## config.mk

```make
export PLATFORM = sky130hd
export DESIGN_NAME = vga_timing_gen
export DESIGN_NICKNAME = d
export VERILOG_FILES = /design/src/rtl/vga_timing_pkg.sv /design/src/rtl/vga_axis_counter.sv /design/src/rtl/vga_timing_gen.sv
export SDC_FILE = /design/constraint.sdc
export NUM_CORES = 1
export LEC_CHECK = 0
export ABC_AREA = 1
export BUFFER_PORTS_ARGS = -buffer_cell sky130_fd_sc_hd__clkbuf_2
export CORE_MARGIN = 3
export CORE_UTILIZATION = 45
export DETAILED_ROUTE_END_ITERATION = 6
export HOLD_SLACK_MARGIN = 0.08
export PLACE_DENSITY = 0.69
export SYNTH_ARGS = -nofsm -noshare
export SYNTH_HDL_FRONTEND = slang
export SYNTH_SLANG_ARGS = --single-unit
```

## constraint.sdc

```tcl
create_clock -name clk -period 2 [get_ports clk]
set_input_delay 0.2 -clock clk [delete_from_list [all_inputs] [get_ports clk]]
set_output_delay 0.2 -clock clk [all_outputs]
set_load 0.03 [all_outputs]
```

## src/rtl/vga_timing_pkg.sv

```systemverilog
// vga_timing_pkg
//   Shared timing constants for the VGA raster generator and the helper
//   that sizes its counters.
//   - SVGA_* : 800x600@60, 40 MHz pixel clock from a 240 MHz source (CLK_DIV 6)
//   - VGA_*  : 640x480@60, 25 MHz pixel clock from a 100 MHz source (CLK_DIV 4)
//   - cnt_width(total): bits needed to hold 0..total-1 (never less than 1)
package vga_timing_pkg;

  localparam int unsigned SVGA_CLK_DIV   = 6;
  localparam int unsigned SVGA_H_VISIBLE = 800;
  localparam int unsigned SVGA_H_FP      = 40;
  localparam int unsigned SVGA_H_SYNC    = 128;
  localparam int unsigned SVGA_H_BP      = 88;
  localparam int unsigned SVGA_V_VISIBLE = 600;
  localparam int unsigned SVGA_V_FP      = 1;
  localparam int unsigned SVGA_V_SYNC    = 4;
  localparam int unsigned SVGA_V_BP      = 23;
  localparam bit          SVGA_HSYNC_POL = 1'b1;
  localparam bit          SVGA_VSYNC_POL = 1'b1;

  localparam int unsigned VGA_CLK_DIV    = 4;
  localparam int unsigned VGA_H_VISIBLE  = 640;
  localparam int unsigned VGA_H_FP       = 16;
  localparam int unsigned VGA_H_SYNC     = 96;
  localparam int unsigned VGA_H_BP       = 48;
  localparam int unsigned VGA_V_VISIBLE  = 480;
  localparam int unsigned VGA_V_FP       = 10;
  localparam int unsigned VGA_V_SYNC     = 2;
  localparam int unsigned VGA_V_BP       = 33;
  localparam bit          VGA_HSYNC_POL  = 1'b0;
  localparam bit          VGA_VSYNC_POL  = 1'b0;

  function automatic int unsigned cnt_width(input int unsigned total);
    int unsigned w;
    w = (total <= 2) ? 1 : $clog2(total);
    return w;
  endfunction

endpackage

```

## src/rtl/vga_axis_counter.sv

```systemverilog
// vga_axis_counter
//   One raster axis (horizontal or vertical): a position counter running
//   through visible, front porch, sync and back porch regions, with the sync
//   level and the active flag registered alongside the count so they always
//   describe the current count.
// Ports
//   clk    in   clock
//   rst    in   synchronous active-high reset; count parks at TOTAL-1
//   adv    in   advance strobe (one position per asserted clk edge)
//   count  out  current position, 0..TOTAL-1
//   sync   out  POL while count is inside the sync region, ~POL otherwise
//   active out  1 while count < VISIBLE
//   wrap   out  combinational: adv && count==TOTAL-1 (count returns to 0 this edge)
module vga_axis_counter
  import vga_timing_pkg::*;
#(
  parameter int unsigned VISIBLE = 800,
  parameter int unsigned FP      = 40,
  parameter int unsigned SYNC    = 128,
  parameter int unsigned BP      = 88,
  parameter bit          POL     = 1'b1,
  localparam int unsigned TOTAL  = VISIBLE + FP + SYNC + BP,
  localparam int unsigned W      = cnt_width(TOTAL)
) (
  input  logic         clk,
  input  logic         rst,
  input  logic         adv,
  output logic [W-1:0] count,
  output logic         sync,
  output logic         active,
  output logic         wrap
);

  if (FP == 0 || SYNC == 0 || BP == 0) begin : g_bad_axis
    $error("vga_axis_counter: FP, SYNC and BP must all be at least 1");
  end

  localparam logic [W-1:0] LAST       = W'(TOTAL - 1);
  localparam logic [W-1:0] VIS_END    = W'(VISIBLE);
  localparam logic [W-1:0] SYNC_BEGIN = W'(VISIBLE + FP);
  localparam logic [W-1:0] SYNC_END   = W'(VISIBLE + FP + SYNC);

  logic [W-1:0] count_nxt;

  assign wrap = adv && (count == LAST);

  always_comb begin
    count_nxt = count;
    if (adv) begin
      count_nxt = wrap ? '0 : count + W'(1);
    end
  end

  // sync/active are derived from the next count so they change on the same
  // edge as the count itself.
  always_ff @(posedge clk) begin
    if (rst) begin
      count  <= LAST;
      sync   <= ~POL;
      active <= 1'b0;
    end else if (adv) begin
      count  <= count_nxt;
      sync   <= ((count_nxt >= SYNC_BEGIN) && (count_nxt < SYNC_END)) ? POL : ~POL;
      active <= (count_nxt < VIS_END);
    end
  end

endmodule

```

## src/rtl/vga_timing_gen.sv

```systemverilog
// vga_timing_gen
//   VGA raster timing generator. A clock divider produces one advance edge
//   every CLK_DIV clk cycles; the horizontal axis counter steps on that edge
//   and the vertical one steps on the horizontal wrap.
// Ports
//   clk          in   system clock
//   rst          in   synchronous active-high reset
//   pix_en       out  high for the one clk cycle after each advance edge
//   hsync        out  horizontal sync, level HSYNC_POL while asserted
//   vsync        out  vertical sync, level VSYNC_POL while asserted
//   visible      out  1 while (x,y) is inside the visible area
//   x            out  horizontal position 0..H_TOTAL-1
//   y            out  vertical position 0..V_TOTAL-1
//   line_start   out  pix_en && x==0
//   frame_start  out  pix_en && x==0 && y==0
module vga_timing_gen
  import vga_timing_pkg::*;
#(
  parameter int unsigned CLK_DIV   = SVGA_CLK_DIV,
  parameter int unsigned H_VISIBLE = SVGA_H_VISIBLE,
  parameter int unsigned H_FP      = SVGA_H_FP,
  parameter int unsigned H_SYNC    = SVGA_H_SYNC,
  parameter int unsigned H_BP      = SVGA_H_BP,
  parameter int unsigned V_VISIBLE = SVGA_V_VISIBLE,
  parameter int unsigned V_FP      = SVGA_V_FP,
  parameter int unsigned V_SYNC    = SVGA_V_SYNC,
  parameter int unsigned V_BP      = SVGA_V_BP,
  parameter bit          HSYNC_POL = SVGA_HSYNC_POL,
  parameter bit          VSYNC_POL = SVGA_VSYNC_POL,
  localparam int unsigned H_TOTAL  = H_VISIBLE + H_FP + H_SYNC + H_BP,
  localparam int unsigned V_TOTAL  = V_VISIBLE + V_FP + V_SYNC + V_BP,
  localparam int unsigned HW       = cnt_width(H_TOTAL),
  localparam int unsigned VW       = cnt_width(V_TOTAL)
) (
  input  logic          clk,
  input  logic          rst,
  output logic          pix_en,
  output logic          hsync,
  output logic          vsync,
  output logic          visible,
  output logic [HW-1:0] x,
  output logic [VW-1:0] y,
  output logic          line_start,
  output logic          frame_start
);

  if (CLK_DIV == 0) begin : g_bad_div
    $error("vga_timing_gen: CLK_DIV must be at least 1");
  end

  localparam int unsigned    TW        = cnt_width(CLK_DIV);
  localparam logic [TW-1:0]  TICK_LAST = TW'(CLK_DIV - 1);

  logic [TW-1:0] tick;
  logic          adv;
  logic          h_wrap;
  logic          v_wrap;
  logic          h_active;
  logic          v_active;

  // With CLK_DIV==1 TICK_LAST is 0 and tick never leaves 0, so every edge advances.
  assign adv = (tick == TICK_LAST);

  always_ff @(posedge clk) begin
    if (rst) begin
      tick        <= '0;
      pix_en      <= 1'b0;
      line_start  <= 1'b0;
      frame_start <= 1'b0;
    end else begin
      tick        <= adv ? '0 : tick + TW'(1);
      pix_en      <= adv;
      // h_wrap/v_wrap already include adv and mark the edge that lands on 0.
      line_start  <= h_wrap;
      frame_start <= h_wrap && v_wrap;
    end
  end

  vga_axis_counter #(
    .VISIBLE (H_VISIBLE),
    .FP      (H_FP),
    .SYNC    (H_SYNC),
    .BP      (H_BP),
    .POL     (HSYNC_POL)
  ) u_h (
    .clk    (clk),
    .rst    (rst),
    .adv    (adv),
    .count  (x),
    .sync   (hsync),
    .active (h_active),
    .wrap   (h_wrap)
  );

  vga_axis_counter #(
    .VISIBLE (V_VISIBLE),
    .FP      (V_FP),
    .SYNC    (V_SYNC),
    .BP      (V_BP),
    .POL     (VSYNC_POL)
  ) u_v (
    .clk    (clk),
    .rst    (rst),
    .adv    (h_wrap),
    .count  (y),
    .sync   (vsync),
    .active (v_active),
    .wrap   (v_wrap)
  );

  // Both terms are flops loaded on the same advance edge as x and y, so
  // visible changes exactly together with the coordinates.
  assign visible = h_active && v_active;

endmodule

```

==> run summary <==
fill count - 412
clock sink count - 31
Max H-tree Level - 2
via density per instance - 5.067
XOR/XNOR share of the synthesized area - 2.722%
antenna violations before repair - 0
Placed Area - 2152 um^2
multi-input gate area in the final layout - 1181 um^2
post-synthesis adder-cell area fraction - 2.592%
full die area - 5112 um^2
DP Worst Slack - 0.1489 ns
Mapped Area - 1931 um^2
largest family of logic cells by synthesized area - simple AND/OR/NAND/NOR gates
P_leak - 1.277 nW
I/O Buffers - 28
Final Max Tran Viols - 0
cts hold-fix bufs - 0
global-route wire length before repair - 8638 um
Yosys warning count - 0
fin cells - 402
worst-margin pin slew - 0.4185 ns
Post-Syn Nets - 308
total global routing track utilization - 21.56%
Avg WL per Cell - 13.32 um
Synth Area in Compound Gates - 5.444%
Final WS setup - 0.1609 ns
Critical Path Source Type - flop
clk root buf - clkbuf_8
VDD IR max - 0.3520 mV
multiplexer area fraction after synthesis - 0%
Synth-to-Final Area Change - 23.33%
largest fanout on the critical path - 5
FF-to-FF setup slack - 0.16 ns
initial core utilization - 47.58%
routed wire length - 5354 um
endpoints failing setup - 0
Post-Synth Simple-Gate Area - 47.89%
final net count - 357
boundary pin count - 29
layout cell share with drive strength beyond 1 - 24.72%
ANT nets after route - 0
Hold WC Path Type - primary input to flop
n_diodes - 0
core footprint - 4058 um^2
MaxCap Viol Count - 0
Max-slew headroom - 72.10%
Hold Vio Cnt, Final - 0
fin crit share - 91.95%
via count - 2037
Mapped Cells - 302
placed insts - 382
Final min period - 1.839 ns
Crit. End Element - flop
status - complete, no violations
flip-flop and latch area - 624.3 um^2
Setup Skew - 0.009567 ns
maximum clock insertion buffer count - 2
DP HPWL - 4073 um
WP data arrival - 2.00 ns
CTS tree - built
Clock Latency Late Sink - 0.29 ns
TritonRoute pass-1 iters - 4
largest net degree at the start of global routing - 18
clk slew on worst S/H paths - 0.06 ns
Worst EP required - 2.16 ns
vias in the first global route - 1822
syn_area_per_cell - 6.393 um^2
Fmax - 543.8 MHz
sequential fraction of the synthesis area - 32.15%
number of DRC markers in iteration 0 - 158
Die Y-Extent - 71.50 um
critical setup path kind - flop to flop
Routability Congestion - 0.8993
DRC - 0
total grt overflow - 0
synth unique cells - 32
Final Cell Area - 2381 um^2
die width - 71.50 um
cts bufs inserted - 5
Rows - 23
PD cells - 572.4 nW/um^2
FF+latch count, synth - 31
## worst paths after layout
| kind | start | end | depth (start not counted) |
|---|---|---|---|
| hold reg to reg | u_h.sync$_SDFFE_PP0N_ | u_h.sync$_SDFFE_PP0N_ | 2 |
| hold / removal | rst | u_v.sync$_SDFFE_PP0N_ | 2 |
| setup / recovery | tick[1]$_SDFF_PP0_ | u_v.sync$_SDFFE_PP0N_ | 14 |
| setup reg to reg | tick[1]$_SDFF_PP0_ | u_v.sync$_SDFFE_PP0N_ | 14 |
## cell type report
class                      instances  area share, %
clock buffer                       7          3.205
inverter                          41          6.674
timing repair buffer              44          11.46
sequential                        31          26.22
multi-input combinational        228          49.61
clock inverter                     1         0.2102
tap                               50          2.627
## timing repair
item,4_1_cts,5_1_grt
resized for setup,0,17
setup buffers,0,11
endpoints found under the setup margin,0,4
## cell usage in the layout, fill, tap and decap left out, types with 2 or more instances in the layout
cell type	netlist	layout
o21ai_0	4	3
clkbuf_2	0	28
nor2_1	43	39
nor2_2	3	6
clkbuf_1	2	2
nor2_4	4	5
dfxtp_1	31	28
nand2_1	86	85
clkbuf_8	0	5
xor2_1	5	5
ha_1	4	2
a21oi_1	6	6
o21ai_1	3	4
nand3_2	3	4
nand2_4	2	2
inv_2	2	3
dfxtp_2	0	3
nand3_1	32	31
buf_4	0	15
nand4_1	8	8
nor3_1	9	9
inv_1	37	36
nand2_2	5	7
## through the flow
stage          util [%]  setup TNS [ns]  hold WS [ns]  power [mW]
2_1_floorplan         -               0        0.4215      0.8025
3_3_place_gp      53.04               0        0.4367      0.8492
3_5_place_dp      53.04               0        0.4446      0.8500
4_1_cts           55.04               0        0.3485       1.336
5_1_grt           58.68        -0.03558        0.3921       1.421
6_report          58.68               0        0.3607       1.363
## critical path, cell delays in order, from the launching register on
cell,delay [ns]
dfxtp_1,0.32
inv_2,0.06
ha_4,0.14
nand2_4,0.09
nor2_2,0.16
nand3_1,0.13
nor2_4,0.18
buf_4,0.15
nand2_1,0.05
nand2_1,0.11
inv_1,0.05
nand2_1,0.06
nor2_1,0.05
nand3_1,0.10
a21oi_2,0.06
## state kept, by name (all words and copies together) (netlist names)
name and count:
u_v.sync 1, line_start 1, u_v.count 10, tick 3, u_h.sync 1, pix_en 1
u_v.active 1, frame_start 1, u_h.count 11, u_h.active 1
## synth_stat cells
cell	instances	area share [%]
nand3_1	32	8.3
nand4_1	8	2.6
o21ai_2	1	0.45
nor3_4	1	0.84
o21a_1	1	0.39
clkbuf_1	2	0.39
clkinv_4	1	0.45
buf_6	1	0.58
xor2_1	5	2.3
a21oi_1	6	1.6
or2_0	1	0.32
o31ai_1	1	0.39
nand3b_1	1	0.39
dfxtp_1	31	32
a21oi_2	1	0.45
o21ai_0	4	1.0
a21boi_0	1	0.39
nand2_2	5	1.6
nor2_4	4	2.3
nor2_1	43	8.4
nand2_1	86	17
nor2_2	3	0.97
clkinv_1	1	0.19
nor3b_1	1	0.39
nand3_2	3	1.6
o21ai_1	3	0.78
nand2_4	2	1.2
inv_2	2	0.39
nor3_1	9	2.3
xnor2_1	1	0.45
inv_1	37	7.2
ha_1	4	2.6
## per-layer routing
metal	GRT usage [%]	wire [um]
met4	6.681	62
met2	33.98	2420
met3	4.628	275
met5	0	0
met1	29.47	2596
## power by group
group	leakage [nW]	internal, mW	switching [mW]
sequential	0.251	0.633	0.0197
clock	0.0422	0.244	0.244
combinational	0.984	0.0833	0.139
## cells by family after synthesis
group	after synthesis
flip-flops	31
adder cells (fa/ha/maj)	4
AND/OR/NAND/NOR	199
AO/OA/AOI/OAI	18
buffers and inverters	44
XOR/XNOR	6
Note: power is estimated with default switching activity, not from simulation.
